File: src/rtl/bomb_game_pkg.sv
// rtl/bomb_game_pkg.sv - shared types, widths and LFSR tap table for the bomb game sequencer
//
// Contents:
//   game_state_e  sequencer states
//   SEC_W         width of the seconds counter
//   LIVES_W       width of the lives counter
//   LFSR_MAX_W    widest supported LFSR
//   lfsr_taps()   maximal-length feedback tap mask for a given LFSR width
package bomb_game_pkg;

  typedef enum logic [2:0] {
    ST_OFF     = 3'd0,
    ST_IDLE    = 3'd1,
    ST_SHOW    = 3'd2,
    ST_INPUT   = 3'd3,
    ST_FAIL    = 3'd4,
    ST_SUCCESS = 3'd5
  } game_state_e;

  localparam int unsigned SEC_W      = 8;
  localparam int unsigned LIVES_W    = 3;
  localparam int unsigned LFSR_MAX_W = 16;

  // Bit (n-1) set means stage n is tapped. Each mask is a primitive
  // polynomial, so a non-zero register cycles through all 2^w-1 states.
  function automatic logic [LFSR_MAX_W-1:0] lfsr_taps(input int unsigned w);
    logic [LFSR_MAX_W-1:0] taps;
    case (w)
      2:       taps = 16'h0003;
      3:       taps = 16'h0006;
      4:       taps = 16'h000C;
      5:       taps = 16'h0014;
      6:       taps = 16'h0030;
      7:       taps = 16'h0060;
      8:       taps = 16'h00B8;
      9:       taps = 16'h0110;
      10:      taps = 16'h0240;
      11:      taps = 16'h0500;
      12:      taps = 16'h0829;
      13:      taps = 16'h100D;
      14:      taps = 16'h2015;
      15:      taps = 16'h6000;
      16:      taps = 16'hD008;
      default: taps = 16'h0000;
    endcase
    return taps;
  endfunction

endpackage

File: src/rtl/lfsr_gen.sv
// rtl/lfsr_gen.sv - free-running Fibonacci LFSR used as the round code source
//
// Ports:
//   clk   in   system clock
//   Rst   in   synchronous reset, active-low (loads SEED)
//   adv   in   advance one step this cycle
//   q     out  current LFSR value, W bits, never all-zero
module lfsr_gen
  import bomb_game_pkg::*;
#(
  parameter int unsigned    W    = 5,
  parameter logic [W-1:0]   SEED = {{(W-1){1'b0}}, 1'b1}
) (
  input  logic         clk,
  input  logic         Rst,
  input  logic         adv,
  output logic [W-1:0] q
);

  localparam logic [LFSR_MAX_W-1:0] TAPS_ALL = lfsr_taps(W);
  localparam logic [W-1:0]          TAPS     = TAPS_ALL[W-1:0];

  if (W < 2 || W > LFSR_MAX_W) begin : g_bad_width
    $error("lfsr_gen: W must be in 2..16");
  end
  if (SEED == '0) begin : g_bad_seed
    $error("lfsr_gen: SEED must be non-zero");
  end

  logic [W-1:0] lfsr_q;
  logic [W-1:0] lfsr_d;
  logic         feedback;

  always_comb begin
    feedback = ^(lfsr_q & TAPS);
    lfsr_d   = adv ? {lfsr_q[W-2:0], feedback} : lfsr_q;
  end

  always_ff @(posedge clk) begin
    if (!Rst) begin
      lfsr_q <= SEED;
    end else begin
      lfsr_q <= lfsr_d;
    end
  end

  assign q = lfsr_q;

endmodule

File: src/rtl/bomb_game_ctrl.sv
// rtl/bomb_game_ctrl.sv - game sequencer: gates display/timer/entry blocks, latches the round code
//
// Ports:
//   clk          in   system clock
//   Rst          in   synchronous reset, active-low
//   enable       in   master switch level
//   btn_start    in   debounced start button level
//   tick_1hz     in   one-cycle pulse per second
//   code_ok      in   one-cycle pulse, correct code entered
//   code_bad     in   one-cycle pulse, wrong code entered
//   bomb_en      out  bomb matrix display enable
//   showing      out  code display enable
//   start        out  countdown display enable
//   start_input  out  code-entry block enable
//   random       out  code latched for the current round
//   sec_left     out  seconds remaining in the current phase
//   lives        out  remaining lives
//   sub_rst_n    out  one-cycle active-low reset to sub-blocks
//   fail         out  high in FAIL
//   success      out  high in SUCCESS
module bomb_game_ctrl
  import bomb_game_pkg::*;
#(
  parameter int unsigned       CODE_W       = 5,
  parameter logic [CODE_W-1:0] SEED         = 5'b10101,
  parameter int unsigned       SHOW_SEC     = 5,
  parameter int unsigned       COUNT_SEC    = 20,
  parameter int unsigned       HOLD_SEC     = 3,
  parameter int unsigned       MAX_LIVES    = 3,
  parameter int unsigned       AUTO_RESTART = 1
) (
  input  logic               clk,
  input  logic               Rst,
  input  logic               enable,
  input  logic               btn_start,
  input  logic               tick_1hz,
  input  logic               code_ok,
  input  logic               code_bad,
  output logic               bomb_en,
  output logic               showing,
  output logic               start,
  output logic               start_input,
  output logic [CODE_W-1:0]  random,
  output logic [SEC_W-1:0]   sec_left,
  output logic [LIVES_W-1:0] lives,
  output logic               sub_rst_n,
  output logic               fail,
  output logic               success
);

  if (CODE_W < 2 || CODE_W > 16) begin : g_bad_code_w
    $error("bomb_game_ctrl: CODE_W must be in 2..16");
  end
  if (SHOW_SEC > 255 || COUNT_SEC > 255 || HOLD_SEC > 255) begin : g_bad_sec
    $error("bomb_game_ctrl: second counts must fit in 8 bits");
  end
  if (MAX_LIVES < 1 || MAX_LIVES > 7) begin : g_bad_lives
    $error("bomb_game_ctrl: MAX_LIVES must be in 1..7");
  end

  localparam logic [SEC_W-1:0]   SHOW_L  = SHOW_SEC[SEC_W-1:0];
  localparam logic [SEC_W-1:0]   COUNT_L = COUNT_SEC[SEC_W-1:0];
  localparam logic [SEC_W-1:0]   HOLD_L  = HOLD_SEC[SEC_W-1:0];
  localparam logic [SEC_W-1:0]   ONE_SEC = SEC_W'(1);
  localparam logic [LIVES_W-1:0] MAX_L   = MAX_LIVES[LIVES_W-1:0];
  localparam logic [LIVES_W-1:0] ONE_L   = LIVES_W'(1);
  localparam logic               AUTO_L  = (AUTO_RESTART != 0);

  game_state_e        state_q, state_d;
  logic               btn_start_q;
  logic               enable_q;
  logic [CODE_W-1:0]  random_q, random_d;
  logic [SEC_W-1:0]   sec_q, sec_d;
  logic [LIVES_W-1:0] lives_q, lives_d;
  logic               bomb_en_q, bomb_en_d;
  logic               showing_q, showing_d;
  logic               start_q, start_d;
  logic               start_input_q, start_input_d;
  logic               sub_rst_n_q, sub_rst_n_d;
  logic               fail_q, fail_d;
  logic               success_q, success_d;

  logic               start_edge;
  logic               lfsr_adv;
  logic [CODE_W-1:0]  lfsr_q;

  assign lfsr_adv = (state_q != ST_OFF);

  lfsr_gen #(
    .W    (CODE_W),
    .SEED (SEED)
  ) u_lfsr (
    .clk (clk),
    .Rst (Rst),
    .adv (lfsr_adv),
    .q   (lfsr_q)
  );

  always_ff @(posedge clk) begin
    if (!Rst) begin
      state_q       <= ST_OFF;
      btn_start_q   <= 1'b0;
      enable_q      <= 1'b0;
      random_q      <= SEED;
      sec_q         <= '0;
      lives_q       <= MAX_L;
      bomb_en_q     <= 1'b0;
      showing_q     <= 1'b0;
      start_q       <= 1'b0;
      start_input_q <= 1'b0;
      sub_rst_n_q   <= 1'b1;
      fail_q        <= 1'b0;
      success_q     <= 1'b0;
    end else begin
      state_q       <= state_d;
      btn_start_q   <= btn_start;
      enable_q      <= enable;
      random_q      <= random_d;
      sec_q         <= sec_d;
      lives_q       <= lives_d;
      bomb_en_q     <= bomb_en_d;
      showing_q     <= showing_d;
      start_q       <= start_d;
      start_input_q <= start_input_d;
      sub_rst_n_q   <= sub_rst_n_d;
      fail_q        <= fail_d;
      success_q     <= success_d;
    end
  end

  always_comb begin
    state_d    = state_q;
    random_d   = random_q;
    sec_d      = sec_q;
    lives_d    = lives_q;
    start_edge = btn_start & ~btn_start_q;

    if (state_q != ST_OFF && !enable) begin
      state_d = ST_OFF;
    end else begin
      case (state_q)
        ST_OFF: begin
          if (enable) state_d = ST_IDLE;
        end

        ST_IDLE: begin
          if (start_edge) begin
            random_d = lfsr_q;
            sec_d    = SHOW_L;
            state_d  = ST_SHOW;
          end
        end

        ST_SHOW: begin
          if (tick_1hz) begin
            // <= covers a zero SHOW_SEC without wrapping the counter
            if (sec_q <= ONE_SEC) begin
              sec_d   = COUNT_L;
              state_d = ST_INPUT;
            end else begin
              sec_d = sec_q - ONE_SEC;
            end
          end
        end

        ST_INPUT: begin
          // code_ok beats code_bad and timer expiry; code_bad beats the tick
          if (code_ok) begin
            sec_d   = HOLD_L;
            state_d = ST_SUCCESS;
          end else if (code_bad) begin
            if (lives_q > ONE_L) begin
              lives_d = lives_q - ONE_L;
            end else begin
              lives_d = '0;
              sec_d   = HOLD_L;
              state_d = ST_FAIL;
            end
          end else if (tick_1hz) begin
            if (sec_q <= ONE_SEC) begin
              sec_d   = HOLD_L;
              state_d = ST_FAIL;
            end else begin
              sec_d = sec_q - ONE_SEC;
            end
          end
        end

        ST_FAIL, ST_SUCCESS: begin
          // Zero means the hold has expired and we are waiting for a start press
          if (sec_q == '0) begin
            if (start_edge) state_d = ST_IDLE;
          end else if (tick_1hz) begin
            sec_d = sec_q - ONE_SEC;
            if (sec_q == ONE_SEC && AUTO_L) state_d = ST_IDLE;
          end
        end

        default: state_d = ST_OFF;
      endcase
    end

    if (state_d == ST_IDLE) lives_d = MAX_L;
  end

  // Output flags are decoded from the next state so they line up with state_q
  always_comb begin
    bomb_en_d     = (state_d == ST_SHOW) || (state_d == ST_INPUT);
    showing_d     = (state_d == ST_SHOW) || (state_d == ST_SUCCESS);
    start_d       = (state_d == ST_INPUT);
    start_input_d = (state_d == ST_INPUT);
    fail_d        = (state_d == ST_FAIL);
    success_d     = (state_d == ST_SUCCESS);
    sub_rst_n_d   = !(((state_d == ST_IDLE) && (state_q != ST_IDLE)) ||
                      (enable_q && !enable));
  end

  assign bomb_en     = bomb_en_q;
  assign showing     = showing_q;
  assign start       = start_q;
  assign start_input = start_input_q;
  assign random      = random_q;
  assign sec_left    = sec_q;
  assign lives       = lives_q;
  assign sub_rst_n   = sub_rst_n_q;
  assign fail        = fail_q;
  assign success     = success_q;

endmodule

File: config.mk
export PLATFORM = sky130hd
export DESIGN_NAME = bomb_game_ctrl
export DESIGN_NICKNAME = d
export VERILOG_FILES = /design/src/rtl/bomb_game_pkg.sv /design/src/rtl/lfsr_gen.sv /design/src/rtl/bomb_game_ctrl.sv
export SDC_FILE = /design/constraint.sdc
export NUM_CORES = 1
export LEC_CHECK = 0
export ABC_AREA = 1
export ABC_CLOCK_PERIOD_IN_PS = 3340
export CAP_MARGIN = 10
export CELL_PAD_IN_SITES_DETAIL_PLACEMENT = 1
export CELL_PAD_IN_SITES_GLOBAL_PLACEMENT = 2
export CORE_MARGIN = 2
export CORE_UTILIZATION = 25
export CTS_CLUSTER_SIZE = 12
export DETAILED_ROUTE_END_ITERATION = 16
export PLACE_DENSITY_LB_ADDON = 0.1
export SYNTH_ARGS = -nofsm -noshare
export SYNTH_HDL_FRONTEND = slang
export SYNTH_HIERARCHICAL = 1
export SYNTH_SLANG_ARGS = --single-unit
File: constraint.sdc
create_clock -name clk -period 3.34 [get_ports clk]
set_input_delay 0.668 -clock clk [delete_from_list [all_inputs] [get_ports clk]]
set_output_delay 0.668 -clock clk [all_outputs]
set_load 0.1 [all_outputs]
# ---- After elaboration in Yosys (flattened, before gate mapping)
# Index checks and enable logic that the tools add are counted.
dict set report op_classes {
  n_lt_le_gt_ge 2
  add_sub_neg 2
  eq_ne 18
  n_reduce_logical 18
  n_mux 27
  n_bitwise 5
}
# operator n
set ops {}
lappend ops {{2-to-1 mux 8 bit} 10}
lappend ops {{2-to-1 mux 3 bit} 15}
lappend ops {{case mux 8 bit (4 select lines)} 1}
lappend ops {{case mux 3 bit (5 select lines)} 1}
lappend ops {{== test 3 x 2 -> 1 bit (second input constant)} 4}
lappend ops {{== test 3 bit (second input constant)} 4}
lappend ops {{== test 8 x 1 -> 1 bit (second input constant)} 1}
lappend ops {{<= comparator 8 x 1 -> 1 bit (second input constant)} 1}
lappend ops {{logical NOT 8 bit} 1}
lappend ops {{inequality test 2 bit (second input constant)} 4}
lappend ops {{inequality test 4 bit (second input constant)} 2}
lappend ops {{AND reduction 8 bit} 1}
lappend ops {{subtractor 8 x 1 -> 8 bit (second input constant)} 1}
lappend ops {{== test 3 x 1 -> 1 bit (second input constant)} 2}
lappend ops {{parity 5 bit} 1}
lappend ops {{inverter 1 bit} 4}
lappend ops {{AND reduction 4 bit} 1}
lappend ops {{nonzero test 4 bit} 1}
lappend ops {{OR reduction 2 bit} 2}
lappend ops {{greater-than comparator 3 x 1 -> 1 bit (second input constant)} 1}
lappend ops {{logical AND 1 bit} 3}
lappend ops {{logical NOT 3 bit} 1}
lappend ops {{logical OR 1 bit} 3}
lappend ops {{inequality test 3 x 1 -> 1 bit (second input constant)} 1}
lappend ops {{5 further kinds} 6}
dict set report totals {
  elab_cells 85
  output_inout_bits 23
  reg_bits 32
  inputBits 7
}

# ---- Longest topological paths before layout
# Gate-level depths: netlist of the first run.
dict set report logic_depth {
  ltp_word 11
  depth_mapped 14
  ltp_nobuf 14
}

# ---- By module
# The synthesis of the first run kept the hierarchy.
# module cells_per_inst seq_area_each_um2 area_per_inst_um2 instances
set modules_own_cells {}
lappend modules_own_cells {bomb_game_ctrl 237 540.5 1627.8 1}
lappend modules_own_cells {lfsr_gen 25 100.1 187.7 1}

# ---- Worst setup path before layout of the first run
# OpenSTA, ideal clock, no wires.
dict set report synth_timing {
  path_kind {reg-to-reg}
  from {reg sec_q[0], in the netlist sec_left[0]}
  to {reg lives_q[2], in the netlist lives[2]}
  path_stages_with_launch 15
  path_buffers 0
  setup_slack_ps 879
  arrival_time_ps 2344
  setup_time_ps 117
  path_cell_list {dfxtp_1 > inv_1 > ha_1 > o21ai_1 > nor2_4 > nand3_2 > nand2_1 > nand2_1 > nand2_1 > nand2_1 > nand2_1 > nor2_2 > nand2_2 > nand2_1 > nor2_1}
}
dict set report synth_via {
  elab_chain_len 9
  word_cells_on_any_way 16
  classes_between {order compare: 1; eq/ne: 2; mux: 11; reduce/logical: 2}
}
# item line
set synth_lines {}
lappend synth_lines {{start, declared} bomb_game_ctrl.sv:73} ;# logic [SEC_W-1:0] sec_q, sec_d;
lappend synth_lines {{start signal, assigned} bomb_game_ctrl.sv:105} ;# sec_q <= '0;
lappend synth_lines {{start signal, assigned} bomb_game_ctrl.sv:119} ;# sec_q <= sec_d;
lappend synth_lines {{<= comparator 8 x 1 -> 1 bit} {bomb_game_ctrl.sv:157, bomb_game_ctrl.sv:180}}
lappend synth_lines {{2-to-1 mux 3 bit} bomb_game_ctrl.sv:180} ;# if (sec_q <= ONE_SEC) begin
lappend synth_lines {{2-to-1 mux 3 bit} bomb_game_ctrl.sv:179} ;# end else if (tick_1hz) begin
lappend synth_lines {{2-to-1 mux 3 bit} bomb_game_ctrl.sv:171} ;# end else if (code_bad) begin
lappend synth_lines {{2-to-1 mux 3 bit} bomb_game_ctrl.sv:168} ;# if (code_ok) begin
lappend synth_lines {{case mux 3 bit (5 select lines) *} bomb_game_ctrl.sv:141} ;# case (state_q)
lappend synth_lines {{2-to-1 mux 3 bit *} bomb_game_ctrl.sv:138} ;# if (state_q != ST_OFF && !enable) begin
lappend synth_lines {{== test 3 x 1 -> 1 bit *} bomb_game_ctrl.sv:203} ;# if (state_d == ST_IDLE) lives_d = MAX_L;
lappend synth_lines {{OR reduction 2 bit (no source line) *} -}
lappend synth_lines {{end signal, assigned} bomb_game_ctrl.sv:120} ;# lives_q <= lives_d;
lappend synth_lines {{end, declared} bomb_game_ctrl.sv:74} ;# logic [LIVES_W-1:0] lives_q, lives_d;
# Every way passes the cells marked *; elsewhere a longest branch is shown, timed or not.
# A chain may end at the register's enable or synchronous reset.

# ---- Final worst setup path of the first run
dict set report layout_timing {
  from {reg sub_rst_n_q, in the netlist sub_rst_n}
  to {out sub_rst_n}
}
# item line
set layout_rtl {}
lappend layout_rtl {{start, declared} bomb_game_ctrl.sv:79} ;# logic sub_rst_n_q, sub_rst_n_d;
lappend layout_rtl {{start signal, assigned} bomb_game_ctrl.sv:125} ;# sub_rst_n_q <= sub_rst_n_d;
lappend layout_rtl {{end, declared} bomb_game_ctrl.sv:46} ;# output logic sub_rst_n,
# No word-level cell between the ends.

==> impl_metrics.json, run 1 <==
{
  "fin_hold_ws_ns": 0.466,
  "antenna_found_initial": 0,
  "reg2reg_from": "sec_left[0]$_SDFFE_PN0P_",
  "ys_seq_area_frac": 0.353,
  "vias_per_cell": 4.28,
  "mostFrequentLayoutCells": "nand2_1, inv_1, dfxtp_1",
  "clockRootBuffer": "clkbuf_8",
  "hold_class": "register to register",
  "antenna_left": 0,
  "top_usage_layer": "met2",
  "hold_buffers": 0,
  "numCtsBuffers": 5,
  "die_y_um": 89.2,
  "cp_slowest_cell": "clkdlybuf4s50_1",
  "fin_util": 0.320,
  "grt_pass1_wl_um": 8240,
  "diodes": 0,
  "drive_above_1_share": 0.202,
  "path_max_fanout": 1,
  "cap_violations": 0,
  "use_met2": 0.232,
  "hold_start": "random[2]$_SDFFE_PN1P_",
  "synth_area_um2": 1820,
  "cts.htree.levels": 2,
  "arrival_ns": 1.76,
  "post_cts_resized": 0,
  "end_kind": "output port",
  "reg2reg_slack_ns": 1.35,
  "crit_buf_inv": 1,
  "core_um2": 7140,
  "path_class": "register to output port",
  "gp_congestion": 0.803,
  "initial_core_util": 0.254,
  "finalCritPeriodShare": 0.728,
  "ys_ff_latch": 32,
  "vias": 1693,
  "tns_ns": 0,
  "cts_num_sinks": 32,
  "critPathRequiredTime_ns": 2.67,
  "drt-initial-drc-count": 31,
  "netlist_instances": 262,
  "die_x_um": 89.2,
  "min_path_cells": 2,
  "grt_pass1_vias": 1705,
  "rr_worst_depth": 14,
  "layout.nets": 310,
  "critPathLaunchType": "register",
  "vdd_ir_drop_max_mv": 0.179,
  "maxSlewViolCount": 0,
  "fin_ws_ns": 0.907,
  "synth-warning-count": 6,
  "die-area_um2": 7960,
  "track_usage": 0.135,
  "rsz0062_at_grt": "no",
  "wirelength_um": 4740,
  "cp_top_family": "buffers and inverters",
  "avgSynthCellArea_um2": 6.93,
  "area_delta_synth_final_pct": 25.6,
  "relSlewSlack": 0.355,
  "clk_path_buf_depth": 2,
  "met1_usage": 0.171,
  "setup_viol": 0,
  "hpwl_um": 3910,
  "finalPower_uw": 1220,
  "first_pass_iters": 4,
  "final_common_cell": "nand2_1",
  "cpPeakStageDelay_ns": 1.14,
  "grt_max_degree": 17,
  "leakagePower_uw": 0.00113,
  "io_pins": 30,
  "fin_skew_ns": 0.00631,
  "r2r-end": "lives[2]$_SDFFE_PP0P_",
  "insertion_delay_ns": 0.28,
  "finalHoldViolCount": 0,
  "fp-row-count": 31,
  "wl_per_cell_um": 12.0,
  "preCtsSetupSlack_ns": 0.835,
  "postCtsSetupBuffers": 0,
  "grtUsageMet3": 0.0305,
  "path_clk_slew_ns": 0.07,
  "period_needed_ns": 2.43,
  "synth_nets": 276,
  "worst_pin_slew_ns": 0.965,
  "synth_cell_types": 30,
  "powerDensity_nw_per_um2": 533,
  "outcome": "complete, no violations",
  "fmax_ghz": 0.411,
  "cts_tree": "yes",
  "port_buffers": 29,
  "drc_errors": 0,
  "path_cells": "clkdlybuf4s50_1",
  "holdPathEnd": "random[2]$_SDFFE_PN1P_",
  "gr-total-overflow": 0
}
worst max path at each step:
stage / start / to / slack (ns) / cells past startpoint
finish: sub_rst_n$_SDFF_PN1_ / sub_rst_n / 0.91 / 1
global route: sub_rst_n$_SDFF_PN1_ / sub_rst_n / 0.85 / 1
CTS: sub_rst_n$_SDFF_PN1_ / sub_rst_n / 0.89 / 1
detailed placement: btn_start / lives[0]$_SDFFE_PP1P_ / 0.84 / 14
global placement: btn_start / lives[0]$_SDFFE_PP1P_ / 0.83 / 14
floorplan: sec_left[0]$_SDFFE_PN0P_ / lives[2]$_SDFFE_PP0P_ / 0.88 / 14
kinds of logic after synthesis:
kind of cell,synth area share
and+or+nand+nor,0.360
buffers and inverters,0.110
AOI/OAI and AO/OA,0.115
DFF,0.353
adders and majority gates,0.0482
xor gates and xnor gates,0.0145
synthesized netlist by cell type:
cell,instances,share of area
nor2_2,7,0.024
nand2_1,58,0.12
ha_1,7,0.048
o21ai_0,12,0.033
a21oi_2,4,0.019
o211ai_1,3,0.012
xnor2_1,2,0.0097
nor2_1,25,0.052
a31oi_1,2,0.0069
nor4_1,2,0.0069
inv_4,1,0.0034
nand3_2,1,0.0055
dfxtp_1,32,0.35
nor3_1,5,0.014
xor2_1,1,0.0048
nand4_1,2,0.0069
o21ai_2,1,0.0048
nor2_4,4,0.025
nor3b_2,2,0.014
inv_2,2,0.0041
clkbuf_2,1,0.0028
a21oi_1,12,0.033
o21ai_1,2,0.0055
nor3_2,1,0.0055
nand3_1,16,0.044
buf_4,1,0.0041
inv_1,45,0.093
clkbuf_1,1,0.0021
nand2_2,7,0.024
nand2_4,3,0.019
routing by layer:
layer | share of wire | vias up
met2 | 0.50 | 24
met3 | 0.029 | 2
met4 | 0.0049 | 0
li1 | - | 889
met1 | 0.47 | 778
met5 | 0 | -
report_power, final:
part	total (µW)	switching, µW	leakage, µW	internal [µW]
combinational	407	299	0.000818	108
sequential	439	27.3	0.000261	412
clock	370	148	0.0000552	221
worst register-to-register path, cell delays in order (launching register included):
cell     delay, ns
dfxtp_1       0.39
inv_1         0.11
ha_1          0.24
o21ai_1       0.24
nor2_4        0.08
nand3_2       0.08
nand2_1       0.06
nand2_1       0.05
nand2_1       0.09
nand2_1       0.09
nand2_1       0.09
nor2_2        0.14
nand2_2       0.10
nand2_1       0.08
nor2_1        0.05
flip-flops by register name, summed over array words and instances, names as in the netlist, 3 cells and up:
register and cells:
u_lfsr/q 5, sec_left 8, lives 3, state_q 3
random 5
final cells by class:
class / count / area, µm²
fill: 926 / 4860
multi-input combinational: 179 / 976
sequential: 32 / 641
timing repair buffer: 30 / 250
inverter: 48 / 183
tap: 99 / 124
clock buffer: 6 / 72.6
clock inverter: 2 / 35.0
stage by stage:
stage	instance area [µm²]	cells
2_1_floorplan	1820	262
3_3_place_gp	2170	388
3_5_place_dp	2170	388
4_1_cts	2280	396
5_1_grt	2280	396
6_report	2280	396
No activity file was read; power rests on OpenSTA's default activity.
==> run 2, diff against run 1 <==
ABC_CLOCK_PERIOD_IN_PS = 2050   (was 3340)
clock period = 2.05 ns   (was 3.34 ns; I/O delays follow)
==> run 2 against run 1 <==
  * Hold slack got worse by 0.00057 ns
  * Combinational power increased by 78%
  * Global-route usage increased by 0.098 points
  * Largest cell class unchanged
  * Cell area increased by 6.0%
  * Setup slack got worse by 0.71 ns
  * Via count increased by 2.7%
  * Clock-buffer cell count increased by 1
  * Final cell count increased by 3.5%
  * Largest power group is now combinational cells
  * Sequential cell count unchanged
  * Clock skew decreased by 0.0024 ns
  * Register-to-register slack got worse by 1.2 ns
  * Critical path depth increased by 11
==> impl_metrics.json, run 2 (same netlist as run 1, synthesis figures left out) <==
{
  "outcome": "complete, no violations",
  "track_usage": 0.136,
  "die_x_um": 89.2,
  "hold_class": "register to register",
  "worst_pin_slew_ns": 0.290,
  "layout.nets": 325,
  "die_y_um": 89.2,
  "multi_input_area_um2": 1000,
  "antenna_found_initial": 0,
  "end_kind": "register",
  "wl_met3_um": 160,
  "vias_per_cell": 4.24,
  "initial_core_util": 0.254,
  "grt_pass1_wl_um": 8270,
  "mostFrequentLayoutCells": "nand2_1, inv_1, buf_4",
  "final_common_cell": "nand2_1",
  "r2r-end": "sec_left[6]$_SDFFE_PN0P_",
  "critPathRequiredTime_ns": 2.26,
  "leakagePower_uw": 0.00122,
  "wirelength_um": 4870,
  "fp-row-count": 31,
  "insertion_delay_ns": 0.28,
  "cts.htree.levels": 2,
  "holdPathEnd": "random[2]$_SDFFE_PN1P_",
  "hpwl_um": 3950,
  "critPathLaunchType": "register",
  "cap_violations": 0,
  "gr-total-overflow": 0,
  "wl_met1_um": 2230,
  "top_layer": "met4",
  "wl_met2_um": 2430,
  "wl_per_cell_um": 11.9,
  "first_pass_iters": 4,
  "die-area_um2": 7960,
  "finalHoldViolCount": 0,
  "rsz0062_at_grt": "no",
  "gp_congestion": 0.812,
  "grt_max_degree": 13,
  "fin_skew_ns": 0.00389,
  "powerDensity_nw_per_um2": 815,
  "fin_cells": 410,
  "io_pins": 30,
  "path_clk_slew_ns": 0.07,
  "drc_errors": 0,
  "hold_start": "random[2]$_SDFFE_PN1P_",
  "drive_above_1_share": 0.309,
  "fmax_ghz": 0.540,
  "diodes": 0,
  "vdd_ir_drop_max_mv": 0.423,
  "clk_path_buf_depth": 2,
  "path_class": "register to register",
  "cts_num_sinks": 32,
  "relSlewSlack": 0.806,
  "port_buffers": 29,
  "cts_tree": "yes",
  "reg2reg_slack_ns": 0.20,
  "setup_viol": 0,
  "fillCellCount": 937,
  "min_path_cells": 2,
  "drt-initial-drc-count": 26,
  "cpPeakStageDelay_ns": 0.36,
  "arrival_ns": 2.07,
  "grt_pass1_vias": 1729,
  "fin_hold_ws_ns": 0.466,
  "largest_reg_flops": 8,
  "cp_slowest_cell": "dfxtp_4",
  "finalCritPeriodShare": 0.904,
  "core_um2": 7140,
  "register_area_um2": 658,
  "numCtsBuffers": 5,
  "numPlacedInstances": 402,
  "period_needed_ns": 1.85,
  "area_delta_synth_final_pct": 33.2,
  "clockRootBuffer": "clkbuf_8",
  "vias": 1738,
  "path_cells": "inv_1, ha_2, o21ai_1, nor2_4, buf_4, o21ai_0, inv_1, nand2_1, nand2_1, nand2_4, nand2_4, nor3b_2",
  "path_max_fanout": 4,
  "reg2reg_from": "sec_left[0]$_SDFFE_PN0P_",
  "rr_worst_depth": 12,
  "maxSlewViolCount": 0,
  "antenna_left": 0
}
-- run 2: timing repair --
item,4_1_cts,5_1_grt
hold buffers,0,0
setup buffers,0,1
setup endpoints to repair,0,7
gates resized for setup,0,8
-- run 2: per-stage QoR --
step / total power (µW) / instance area [µm²] / util / setup WS [ns] / setup TNS [ns]
after floorplan: 1250 / 1830 / - / 0.0494 / 0
after global placement: 1440 / 2290 / 0.320 / -0.0888 / -0.394
after detailed placement: 1440 / 2290 / 0.320 / -0.0843 / -0.616
after CTS: 1980 / 2380 / 0.334 / 0.0772 / 0
after global routing: 2100 / 2420 / 0.339 / 0.00747 / 0
final: 1970 / 2420 / 0.339 / 0.197 / 0
-- run 2: critical path, delay by kind of cell (launching register included) --
| kind | cells | cell delay (ns) |
|---|---|---|
| compound gates | 2 | 0.35 |
| simple gates | 6 | 0.57 |
| flops | 1 | 0.36 |
| buf+inv | 3 | 0.30 |
| fa+ha+maj | 1 | 0.21 |
-- run 2: layout make-up --
| type | count | area share |
|---|---|---|
| Sequential cell | 32 | 0.272 |
| Multi-Input combinational cell | 179 | 0.415 |
| Inverter | 48 | 0.0755 |
| Tap cell | 99 | 0.0512 |
| Timing Repair Buffer | 45 | 0.146 |
| Clock buffer | 7 | 0.0398 |
-- run 2: how the worst max path moves through the flow --
stage                                   from                  endpoint  slack (ns)  cells past startpoint
floorplan           sec_left[6]$_SDFFE_PN0P_     lives[0]$_SDFFE_PP1P_        0.05                     11
global placement                   btn_start           fail$_SDFF_PN0_       -0.09                     12
detailed placement                 btn_start           fail$_SDFF_PN0_       -0.08                     12
CTS                    state_q[1]$_SDFF_PN0_      sub_rst_n$_SDFF_PN1_        0.08                     12
global route        sec_left[0]$_SDFFE_PN0P_        bomb_en$_SDFF_PN0_       0.007                     13
finish              sec_left[0]$_SDFFE_PN0P_  sec_left[6]$_SDFFE_PN0P_        0.20                     12
-- run 2: routing by layer --
| layer | global-route usage | up-vias |
|---|---|---|
| met5 | 0 | - |
| met4 | 0.0366 | 0 |
| met3 | 0.0305 | 6 |
| met2 | 0.236 | 23 |
| met1 | 0.168 | 796 |
| li1 | - | 913 |
-- run 2: power by group --
| group | leakage, µW | internal [µW] | switching, µW |
|---|---|---|---|
| combinational | 0.000904 | 216 | 508 |
| sequential | 0.000265 | 673 | 45.0 |
| clock | 0.0000503 | 299 | 229 |
| total | 0.00122 | 1190 | 781 |
